`src/rtl/gpio_debouncer.sv`:
```
// Per-bit glitch filter with AXI4-Stream change-event reporting.
// Build option: define GPIO_DEBOUNCER_COALESCE_EN to merge colliding events instead of dropping them.
module gpio_debouncer #(
   parameter int DATA_WIDTH = 8,
   parameter int CNTR_WIDTH = 16
) (
   input  logic                    aclk,
   input  logic                    areset,
   input  logic [CNTR_WIDTH-1:0]   cfg_data,
   input  logic [DATA_WIDTH-1:0]   din,
   output logic [DATA_WIDTH-1:0]   dout,
   output logic [2*DATA_WIDTH-1:0] m_axis_tdata,
   output logic                    m_axis_tvalid,
   input  logic                    m_axis_tready,
   output logic                    overflow
);

   logic [CNTR_WIDTH-1:0] cnt      [DATA_WIDTH];
   logic [CNTR_WIDTH-1:0] cnt_next [DATA_WIDTH];
   logic [DATA_WIDTH-1:0] chg;
   logic [DATA_WIDTH-1:0] dout_next;
   logic                  handshake;
   logic                  collision;

   // A bit is accepted once it has disagreed with dout for cfg_data+1 samples.
   // The >= test also lets a lowered cfg_data release a long-running count at once.
   always_comb begin
      // NOTE: every output of this block gets a default first, so no path can infer a latch.
      dout_next = dout;
      chg       = '0;
      for (int i = 0; i < DATA_WIDTH; i++) begin
         cnt_next[i] = '0;
         if (din[i] != dout[i]) begin
            if (cnt[i] >= cfg_data) begin
               chg[i]       = 1'b1;
               dout_next[i] = din[i];
            end else begin
               cnt_next[i] = cnt[i] + 1'b1;
            end
         end
      end
   end

   assign handshake = m_axis_tvalid & m_axis_tready;
   assign collision = m_axis_tvalid & ~m_axis_tready & (chg != '0);

   always_ff @(posedge aclk or posedge areset) begin
      if (areset) begin
         // NOTE: the counter array is small flop storage, not RAM, so it is reset like any other state.
         for (int i = 0; i < DATA_WIDTH; i++) begin
            cnt[i] <= '0;
         end
         dout <= '0;
      end else begin
         // NOTE: sequential state uses non-blocking assignments so every flop samples pre-edge values.
         cnt  <= cnt_next;
         dout <= dout_next;
      end
   end

   // Single-entry event register; tvalid rises on the same edge dout changes.
   always_ff @(posedge aclk or posedge areset) begin
      if (areset) begin
         m_axis_tdata  <= '0;
         m_axis_tvalid <= 1'b0;
         overflow      <= 1'b0;
      end else if (chg != '0) begin
         if (!m_axis_tvalid || handshake) begin
            m_axis_tdata  <= {dout_next, chg};
            m_axis_tvalid <= 1'b1;
         end else if (collision) begin
`ifdef GPIO_DEBOUNCER_COALESCE_EN
            m_axis_tdata <= {dout_next, m_axis_tdata[DATA_WIDTH-1:0] | chg};
`else
            overflow <= 1'b1;
`endif
         end
      end else if (handshake) begin
         m_axis_tvalid <= 1'b0;
      end
   end

endmodule

```
`config.mk`:
```
export PLATFORM = sky130hd
export DESIGN_NAME = gpio_debouncer
export DESIGN_NICKNAME = d
export VERILOG_FILES = /design/src/rtl/gpio_debouncer.sv
export SDC_FILE = /design/constraint.sdc
export NUM_CORES = 1
export LEC_CHECK = 0
export BUFFER_PORTS_ARGS = -buffer_cell sky130_fd_sc_hd__buf_2
export CORE_ASPECT_RATIO = 0.9
export CORE_UTILIZATION = 30
export CTS_CLUSTER_DIAMETER = 200
export DETAILED_ROUTE_END_ITERATION = 8
export SYNTH_ARGS = -nofsm -noshare
export SYNTH_HDL_FRONTEND = slang
export SYNTH_SLANG_ARGS = --single-unit
```
`constraint.sdc`:
```
create_clock -name aclk -period 5.3 [get_ports aclk]
set_input_delay 1.06 -clock aclk [delete_from_list [all_inputs] [get_ports aclk]]
set_output_delay 1.06 -clock aclk [all_outputs]
set_load 0.1 [all_outputs]
```
==> run summary, run 1 <==
Status = finished, final reports clean
Data required, critical path = 5610 ps
Nets@finish = 1218
CTS tree = built
Clk_lat worst skew = 430 ps
Hold buffers post-CTS = 0
DRC Markers = 0
Post-Syn Area = 9700 sq um
Reg area = 3850 sq um
Iter 0 DRT Violations = 480
Die width = 192 microns
Clock skew = 10.0 ps
Most common cell after layout, fill and taps aside = nor2_1
Crit path capture type = flop
Final-report setup violation count = 0
Multi-input gate area = 5590 sq um
Final hold violation count = 0
Detailed placer's ending HPWL = 17600 microns
Starting Density = 30.4%
Post-synthesis cell type count = 52
Largest net degree at the start of global routing = 99
Initial antenna violation count = 0
Cell Pwr Density = 333 nW/um^2
Rel. slew slack = 37.9%
Final GP Congestion = 0.826
Final ANT Viol Nets = 0
CTS clk-pin slew, worst paths = 60 ps
Root Buffer = clkbuf_16
Most frequent cells in the layout = nor2_1, dfrtp_1, ha_1, xor2_1, nand2_1
Cts bufs inserted = 17
Avg Cell Area, Syn = 9.78 sq um
Boundary pin count = 53
Asr flop ratio synth = 100%
Unrepaired setup endpoints after global routing = no
Vias in the first global route = 7038
Flops & latches, synth = 154
Crit path launch type = input port
Worst-path fanout max = 10
Minimum clock period = 4050 ps
Die H = 173 microns
Via density = 4.94
Max-slew violations = 0
IO Port Bufs = 52
Worst slew pin tran = 932 ps
WS Path Type = in2reg
Peak supply drop = 0.000240 V
Drt total wl = 24300 microns
Dpl cells = 1452
Maxcap violations = 0
Final Non-Filler Cells = 1483
CTS H-tree depth = 4
Layout area overhead = 13.8%
DRT Pass-1 Iters = 5
Synth Instances = 992
Congestion Overflow GR = 0
Global-route wire length before repair = 38800 microns
Sequential cell area fraction in the yosys report = 39.7%
Hold Path Class = reg2reg
Fillcell total = 3186
Critical Path AT = 4360 ps
Clk buf depth = 2
Yosys warning total = 0
Antenna cells = 0
GRT Util Overall = 15.2%
CORE AREA = 31900 sq um
Routed vias = 7327
Row count = 62
# resized after CTS = 0
Setup TNS = 0 ps
Post-CTS setup buffers = 0
Wire per inst = 16.4 microns
Syn nets = 1155
Main synth FF type = dfrtp_1
Fmax = 247 MHz
Leak = 5.34 nW
Clk sinks = 154
Ratio of cells with drive above 1 in the final layout = 10.4%
Total die area = 33100 sq um
Period utilization = 76.4%
Number of enable flip-flop cells after synthesis = 0
Power, Total = 0.00368 W
## path summary, 6_finish.rpt
| path | startpoint | endpoint | slack [ps] | depth (start not counted) |
|---|---|---|---|---|
| setup / recovery | cfg_data[14] | m_axis_tdata[12]$_DFFE_PP0P_ | 1250 | 11 |
| hold / removal | overflow$_DFFE_PP0P_ | overflow$_DFFE_PP0P_ | 470 | 1 |
| setup reg to reg | cnt[45]$_DFF_PP0_ | m_axis_tdata[12]$_DFFE_PP0P_ | 1830 | 9 |
| hold reg to reg | overflow$_DFFE_PP0P_ | overflow$_DFFE_PP0P_ | 470 | 1 |
| max in group asynchronous | areset | cnt[16]$_DFF_PP0_ | 3470 | 3 |
| min in group asynchronous | areset | cnt[88]$_DFF_PP0_ | 820 | 2 |
## final cells by class
cell class,count,share of cell area [%]
flip-flops and latches,154,34.9
repair buffers,58,2.77
inverters,53,1.85
well taps,416,4.72
multi-input cells,771,50.6
clock inverters,7,0.590
clock buffers,24,4.55
## Yosys cell counts (all sizes together) (7+ instances only)
library cell | count | share of area (%)
and4 | 10 | 0.90
nand2b | 10 | 0.72
xor2 | 71 | 6.4
nor2 | 163 | 6.3
a211oi | 7 | 0.54
xnor2 | 46 | 4.2
nand3 | 55 | 2.8
o21ai | 27 | 1.4
dfrtp | 154 | 40
nand2 | 60 | 2.3
inv | 53 | 2.1
ha | 136 | 18
and3 | 32 | 2.1
nand4 | 33 | 2.1
a21oi | 31 | 1.6
mux2 | 19 | 2.4
clkbuf | 13 | 0.50
## report_power, final
part | internal (W) | switching (W) | total, W
logic | 0.000259 | 0.000763 | 0.00102
clock network | 0.000704 | 0.000497 | 0.00120
registers | 0.00130 | 0.000155 | 0.00145
total | 0.00226 | 0.00142 | 0.00368
## per-layer routing
layer	routed length [microns]	global-route usage (%)	up-vias
met5	0	0	-
met3	1240	3.37	11
li1	-	-	3598
met4	203	3.21	0
met2	10900	23.1	149
met1	12000	21.9	3569
## per-stage QoR
stage               util [%]  hold slack [ps]  setup slack (ps)  cell area (sq um)
floorplan                  -              467              90.2               9700
global placement        32.8              449               863              10500
detailed placement      32.8              457               808              10500
CTS                     34.6              474              1250              11000
global route            34.6              487              1100              11000
finish                  34.6              466              1250              11000
## cell families after synthesis
kind of cell    after synthesis  share of synthesized area [%]
fa+ha+maj                   136                           17.5
xor+xnor                    117                           10.6
flops                       154                           39.7
buf+inv                      67                           2.67
mux                          24                           2.92
simple gates                384                           18.6
compound gates              110                           7.93
## registers in the layout, summed over array words and instances (netlist names)
name / cells
cnt: 128
overflow: 1
m_axis_tdata: 16
m_axis_tvalid: 1
dout: 8
## critical path, cell delays in order
cell and delay [ps]:
buf_2 90, inv_1 360, ha_1 260, nand4_1 160
or4_1 550, a221o_1 290, o211ai_1 190, a22oi_1 220
a41oi_4 520, buf_4 310, mux2_2 350
Power figures use the tool's default switching activity.
==> inputs of run 2 (changes only) <==
ABC_AREA = 1   (was unset)
clock period = 3.5 ns   (was 5.3 ns; I/O delays follow)
==> run 2 against run 1 <==
Effect of this change:
- synthesized area increased by 5.2%
- clock power increased by 50%
- largest cell class unchanged
- critical path type unchanged
- first-iteration DRC count decreased by 14%
- register-to-register slack got worse by 700 ps
- critical path depth increased by 4
- utilization increased by 0.57 points
- count of clock-buffer cells in the layout decreased by 6
- synthesized cell count increased by 28%
- combinational power increased by 38%
- highest routed layer unchanged
==> run summary, run 2 <==
Largest family of logic cells by synthesized area = simple AND/OR/NAND/NOR gates
Root Buffer = clkbuf_16
DRC Markers = 0
Hold buffers post-CTS = 0
Synth Instances = 1266
Wire length on met1 = 12000 microns
Synth Area in Compound Gates = 5.80%
Rel. slew slack = 43.4%
Die width = 196 microns
Yosys warning total = 0
Status = finished, final reports clean
Clk buf depth = 2
Biggest regs = cnt (128), m_axis_tdata (16), dout (8)
Slowest stage cell on the critical path = inv_1
Critical Path AT = 2980 ps
Flops & latches, synth = 154
Cts bufs inserted = 17
Most frequent cells in the layout = nand2_1, nor2_1, inv_1, dfrtp_1, ha_1
Most flops, register = cnt
Post-synthesis mux area share = 0%
Most common cell after layout, fill and taps aside = nand2_1
DRT Pass-1 Iters = 7
Sequential cell area fraction in the yosys report = 37.8%
Boundary pin count = 53
Global-route wire length before repair = 40800 microns
Top Layer Used = met4
Area contributors post-synth = dfrtp_1, ha_1, nand2_1
Leak = 6.09 nW
Syn nets = 1429
Routed vias = 8176
Iter 0 DRT Violations = 412
Crit path cell chain = buf_2 -> inv_1 -> buf_12 -> ha_1 -> a21oi_1 -> o21ai_0 -> nor2_1 -> nand2_1 -> nand2_1 -> nand2_1 -> nor2_2 -> nand2_4 -> nand2_4 -> nand2_1 -> nand2_1
Post-synthesis xor/xnor area fraction = 6.44%
Die H = 177 microns
Period utilization = 74.7%
CORE AREA = 33200 sq um
CTS tree = built
Setup TNS = 0 ps
Most frequent CP cell = nand2_1
Row count = 63
IO Port Bufs = 52
Final GP Congestion = 0.796
Met2 Wirelength = 11600 microns
Layout area overhead = 14.5%
Worst slew pin tran = 847 ps
Data required, critical path = 3870 ps
Via density = 4.52
Post-synthesis cell type count = 37
Crit path launch type = input port
Main synth FF type = dfrtp_1
Largest stage delay, worst path = 370 ps
Vias in the first global route = 7973
Post-CTS setup buffers = 0
Yosys top cell area share = 37.8%
Cell Pwr Density = 454 nW/um^2
GRT Util Overall = 15.0%
Hold Path Class = in2async
Largest net degree at the start of global routing = 51
WS Path Type = in2reg
Fin area = 11700 sq um
CTS H-tree depth = 4
Max-slew violations = 0
Wire per inst = 13.7 microns
Starting Density = 30.7%
Final ANT Viol Nets = 0
Final hold violation count = 0
Most frequent cell after synthesis = nand2_1
Asr flop ratio synth = 100%
Congestion Overflow GR = 0
Ratio of cells with drive above 1 in the final layout = 10.1%
Max FFs per register = 128
Dpl cells = 1776
Placed inst area = 11100 sq um
Clk_lat worst skew = 430 ps
Maxcap violations = 0
Final-report setup violation count = 0
Most frequent cells after synthesis = nand2_1, nor2_1, inv_1
Drt total wl = 24800 microns
Crit path capture type = flop
Initial antenna violation count = 0
Fmax = 383 MHz
Avg Cell Area, Syn = 8.06 sq um
Minimum clock period = 2610 ps
Antenna cells = 0
DR WL met3 = 863 microns
Clock skew = 8.42 ps
# resized after CTS = 0
Nets@finish = 1503
Worst-path fanout max = 18
Largest area contributor in the netlist = dfrtp_1
CTS clk-pin slew, worst paths = 70 ps
Detailed placer's ending HPWL = 19000 microns
Peak supply drop = 0.000230 V
Simple-gate share of the synthesized area = 26.7%
Clk sinks = 154
Final Non-Filler Cells = 1808
Post-synthesis adder-cell area fraction = 16.7%
Post-Syn Area = 10200 sq um
Total die area = 34700 sq um
Unrepaired setup endpoints after global routing = no
Number of enable flip-flop cells after synthesis = 0
-- run 2: changes by cell type in the layout (fill, tap and decap cells not counted), moves of 10 or more --
cell and delta:
xor2_1 -19, nand2_1 +231, nand3_1 +13, and4_1 -10, a21oi_1 +44, nand4_1 -14, o21ai_0 -10, inv_1 +106
nor2_2 +12, xnor2_1 -23, and3_1 -31, nor3_1 +15, nor3b_1 +11, mux2_2 -13
-- run 2: metrics by stage --
stage / util [%] / setup WS (ps) / hold WS (ps) / power [W]
global placement: 33.5 / 533 / 454 / 0.00353
global route: 35.2 / 633 / 484 / 0.00561
detailed placement: 33.5 / 459 / 453 / 0.00356
CTS: 35.2 / 920 / 451 / 0.00538
floorplan: - / 855 / 432 / 0.00321
finish: 35.2 / 886 / 428 / 0.00530
-- run 2: critical path, delay by kind of cell --
kind                     cells  cell delay [ps]
AND/OR/NAND/NOR              9             1130
buffers and inverters        3              650
adder cells (fa/ha/maj)      1              250
AO/OA/AOI/OAI                2              250
-- run 2: cell families after synthesis --
kind of cell	count (synthesis)
simple gates	620
flops	154
compound gates	109
buf+inv	172
fa+ha+maj	136
xor+xnor	75
-- run 2: area by class of cell --
type / count / area, sq um
Clock buffer: 18 / 439
Clock inverter: 14 / 129
Fill cell: 3430 / 21500
Inverter: 161 / 608
Multi-Input combinational cell: 940 / 5680
Sequential cell: 154 / 3850
Tap cell: 455 / 569
Timing Repair Buffer: 66 / 403
-- run 2: final timing paths --
kind | start | to | slack, ps | depth (start not counted)
max | cfg_data[15] | m_axis_tdata[6]$_DFFE_PP0P_ | 890 | 15
min | areset | cnt[117]$_DFF_PP0_ | 430 | 2
max reg2reg | cnt[115]$_DFF_PP0_ | m_axis_tdata[6]$_DFFE_PP0P_ | 1130 | 15
min reg2reg | cnt[112]$_DFF_PP0_ | cnt[112]$_DFF_PP0_ | 460 | 1
max in group asynchronous | areset | dout[4]$_DFF_PP0_ | 2270 | 3
min in group aclk | cnt[112]$_DFF_PP0_ | cnt[112]$_DFF_PP0_ | 460 | 1
-- run 2: report_power, final --
part / switching [W] / internal (W) / total [W]
Clock: 0.000842 / 0.000956 / 0.00180
Sequential: 0.000156 / 0.00194 / 0.00210
Combinational: 0.00106 / 0.000352 / 0.00141
Total: 0.00206 / 0.00325 / 0.00530
-- run 2: routing by layer --
layer	vias up	global-route usage [%]
met5	-	0
met4	0	4.07
met3	27	2.25
met2	105	25.1
met1	3807	20.2
li1	4237	-
==> inputs of run 3 (changes only) <==
clock period = 2.3 ns   (was 3.5 ns; I/O delays follow)
==> run 3 against run 2 <==
Effect of this change:
- critical path depth shrank 3
- design area grew 8.2%
- first-iteration DRC count is the same
- sequential share of layout area shrank 2.5 points
- global-route usage grew 0.47 points
- die area is the same
- flip-flop and latch count is the same
- cell count grew 4.7%
- combinational power grew 71%
- critical path type is now reg2reg
- largest cell class unchanged
- largest power group unchanged
==> run summary, run 3 (synthesis gave the netlist of run 2 again) <==
Biggest regs = cnt (128), m_axis_tdata (16), dout (8)
CTS tree = built
Critical Path AT = 2470 ps
Max-slew violations = 0
WS Path Type = reg2reg
Via density = 4.51
Vias in the first global route = 8388
Boundary pin count = 53
IO Port Bufs = 52
Antenna cells = 0
Routed vias = 8531
Crit path cell chain = ha_1 -> buf_4 -> nand4_1 -> nor3_1 -> nand2_1 -> nand2_1 -> buf_4 -> inv_1 -> nand2_1 -> buf_4 -> buf_4 -> nor2_1
Most common cell after layout, fill and taps aside = nand2_1
Data required, critical path = 2620 ps
Peak supply drop = 0.000557 V
Total die area = 34700 sq um
Iter 0 DRT Violations = 412
Largest stage delay, worst path = 400 ps
R2r endpoint = cnt[84]$_DFF_PP0_
Rel. slew slack = 62.5%
Most frequent cells in the layout = nand2_1, nor2_1, inv_1, dfrtp_1, ha_1
Max FFs per register = 128
Placed inst area = 11800 sq um
Clock skew = 10.6 ps
Congestion Overflow GR = 0
Most frequent CP cell = buf_4
CORE AREA = 33200 sq um
Fmax = 464 MHz
Clk buf depth = 2
FF-to-FF path depth = 12
Wire per inst = 13.4 microns
Crit path capture type = flop
Status = finished, final reports clean
FF-to-FF setup slack = 150 ps
Starting Density = 30.7%
GRT Util Overall = 15.5%
Largest net degree at the start of global routing = 59
Root Buffer = clkbuf_16
Ratio of cells with drive above 1 in the final layout = 16.8%
Final hold violation count = 0
Setup TNS = 0 ps
Cell Pwr Density = 677 nW/um^2
Clk_lat worst skew = 440 ps
Final worst slack = 147 ps
Layout area overhead = 23.9%
Worst slew pin tran = 562 ps
Die width = 196 microns
DRC Markers = 0
Final ANT Viol Nets = 0
Unrepaired setup endpoints after global routing = yes
Hold Path Class = in2async
CTS H-tree depth = 4
Initial antenna violation count = 0
Row count = 63
Most flops, register = cnt
Nets@finish = 1588
CTS clk-pin slew, worst paths = 70 ps
Final-report setup violation count = 0
Period utilization = 93.6%
Hold buffers post-CTS = 0
DRT Pass-1 Iters = 5
Drt total wl = 25400 microns
RR Startpoint = cnt[89]$_DFF_PP0_
Final Non-Filler Cells = 1893
Die H = 177 microns
Worst-path fanout max = 7
Final GP Congestion = 0.819
Minimum clock period = 2150 ps
Fin area = 12600 sq um
Global-route wire length before repair = 42200 microns
Detailed placer's ending HPWL = 19200 microns
Maxcap violations = 0
Dpl cells = 1842
Cts bufs inserted = 17
Post-layout util = 38.1%
Dpl ws = -446 ps
Clk sinks = 154
Slowest stage cell on the critical path = dfrtp_1
Crit path launch type = flop
Leak = 6.58 nW
run 3: cell types whose count changed in the layout (fill, tap and decap cells not counted), moves of 2 or more:
cell,change
nand2_2,+5
nand2_1,-6
inv_1,-3
bufinv_16,+2
ha_4,+4
dfrtp_2,+5
ha_1,-4
dfrtp_1,-5
clkinv_4,-2
buf_4,+70
buf_12,+15
clkinvlp_4,+3
run 3: area by class of cell:
class	instances	area, sq um
Fill cell	3329	20500
Sequential cell	154	3860
Inverter	161	619
Clock buffer	19	443
Clock inverter	13	155
Timing Repair Buffer	151	1230
Tap cell	455	569
Multi-Input combinational cell	940	5760
run 3: worst max path at each step:
stage / depth (start not counted) / endpoint / slack, ps / from
2_1_floorplan: 1 / cnt[0]$_DFF_PP0_ / -100 / areset
3_3_place_gp: 17 / m_axis_tdata[5]$_DFFE_PP0P_ / -400 / cfg_data[3]
3_5_place_dp: 17 / m_axis_tdata[5]$_DFFE_PP0P_ / -450 / cfg_data[3]
4_1_cts: 17 / m_axis_tdata[5]$_DFFE_PP0P_ / 30 / cfg_data[3]
5_1_grt: 16 / m_axis_tdata[5]$_DFFE_PP0P_ / -20 / cnt[37]$_DFF_PP0_
6_report: 12 / cnt[84]$_DFF_PP0_ / 150 / cnt[89]$_DFF_PP0_
run 3: stage by stage:
stage               hold slack (ps)  total power [W]
CTS                            99.7          0.00857
floorplan                       432          0.00488
global placement                447          0.00555
finish                         74.9          0.00856
global route                    119          0.00905
detailed placement              452          0.00560
run 3: timing repair:
action                                  CTS  global route
buffers inserted                          0            19
endpoints found under the setup margin    0            40
gates resized for setup                   0            23
run 3: critical path, delay by kind of cell, from the launching register on:
| kind | cells | cell delay [ps] |
|---|---|---|
| fa+ha+maj | 1 | 300 |
| flops | 1 | 400 |
| buf+inv | 5 | 600 |
| simple gates | 6 | 730 |
run 3: report_power, final:
group | total [W] | switching [W] | internal, W
logic | 0.00241 | 0.00169 | 0.000728
registers | 0.00319 | 0.000234 | 0.00295
clock network | 0.00296 | 0.00130 | 0.00166
run 3: per-layer routing:
metal,part of all wire [%],GRT usage [%],wire length [microns]
met5,0,0,0
met4,0.94,3.91,239
met3,3.0,2.82,751
met2,46,25.3,11800
met1,50,21.1,12600
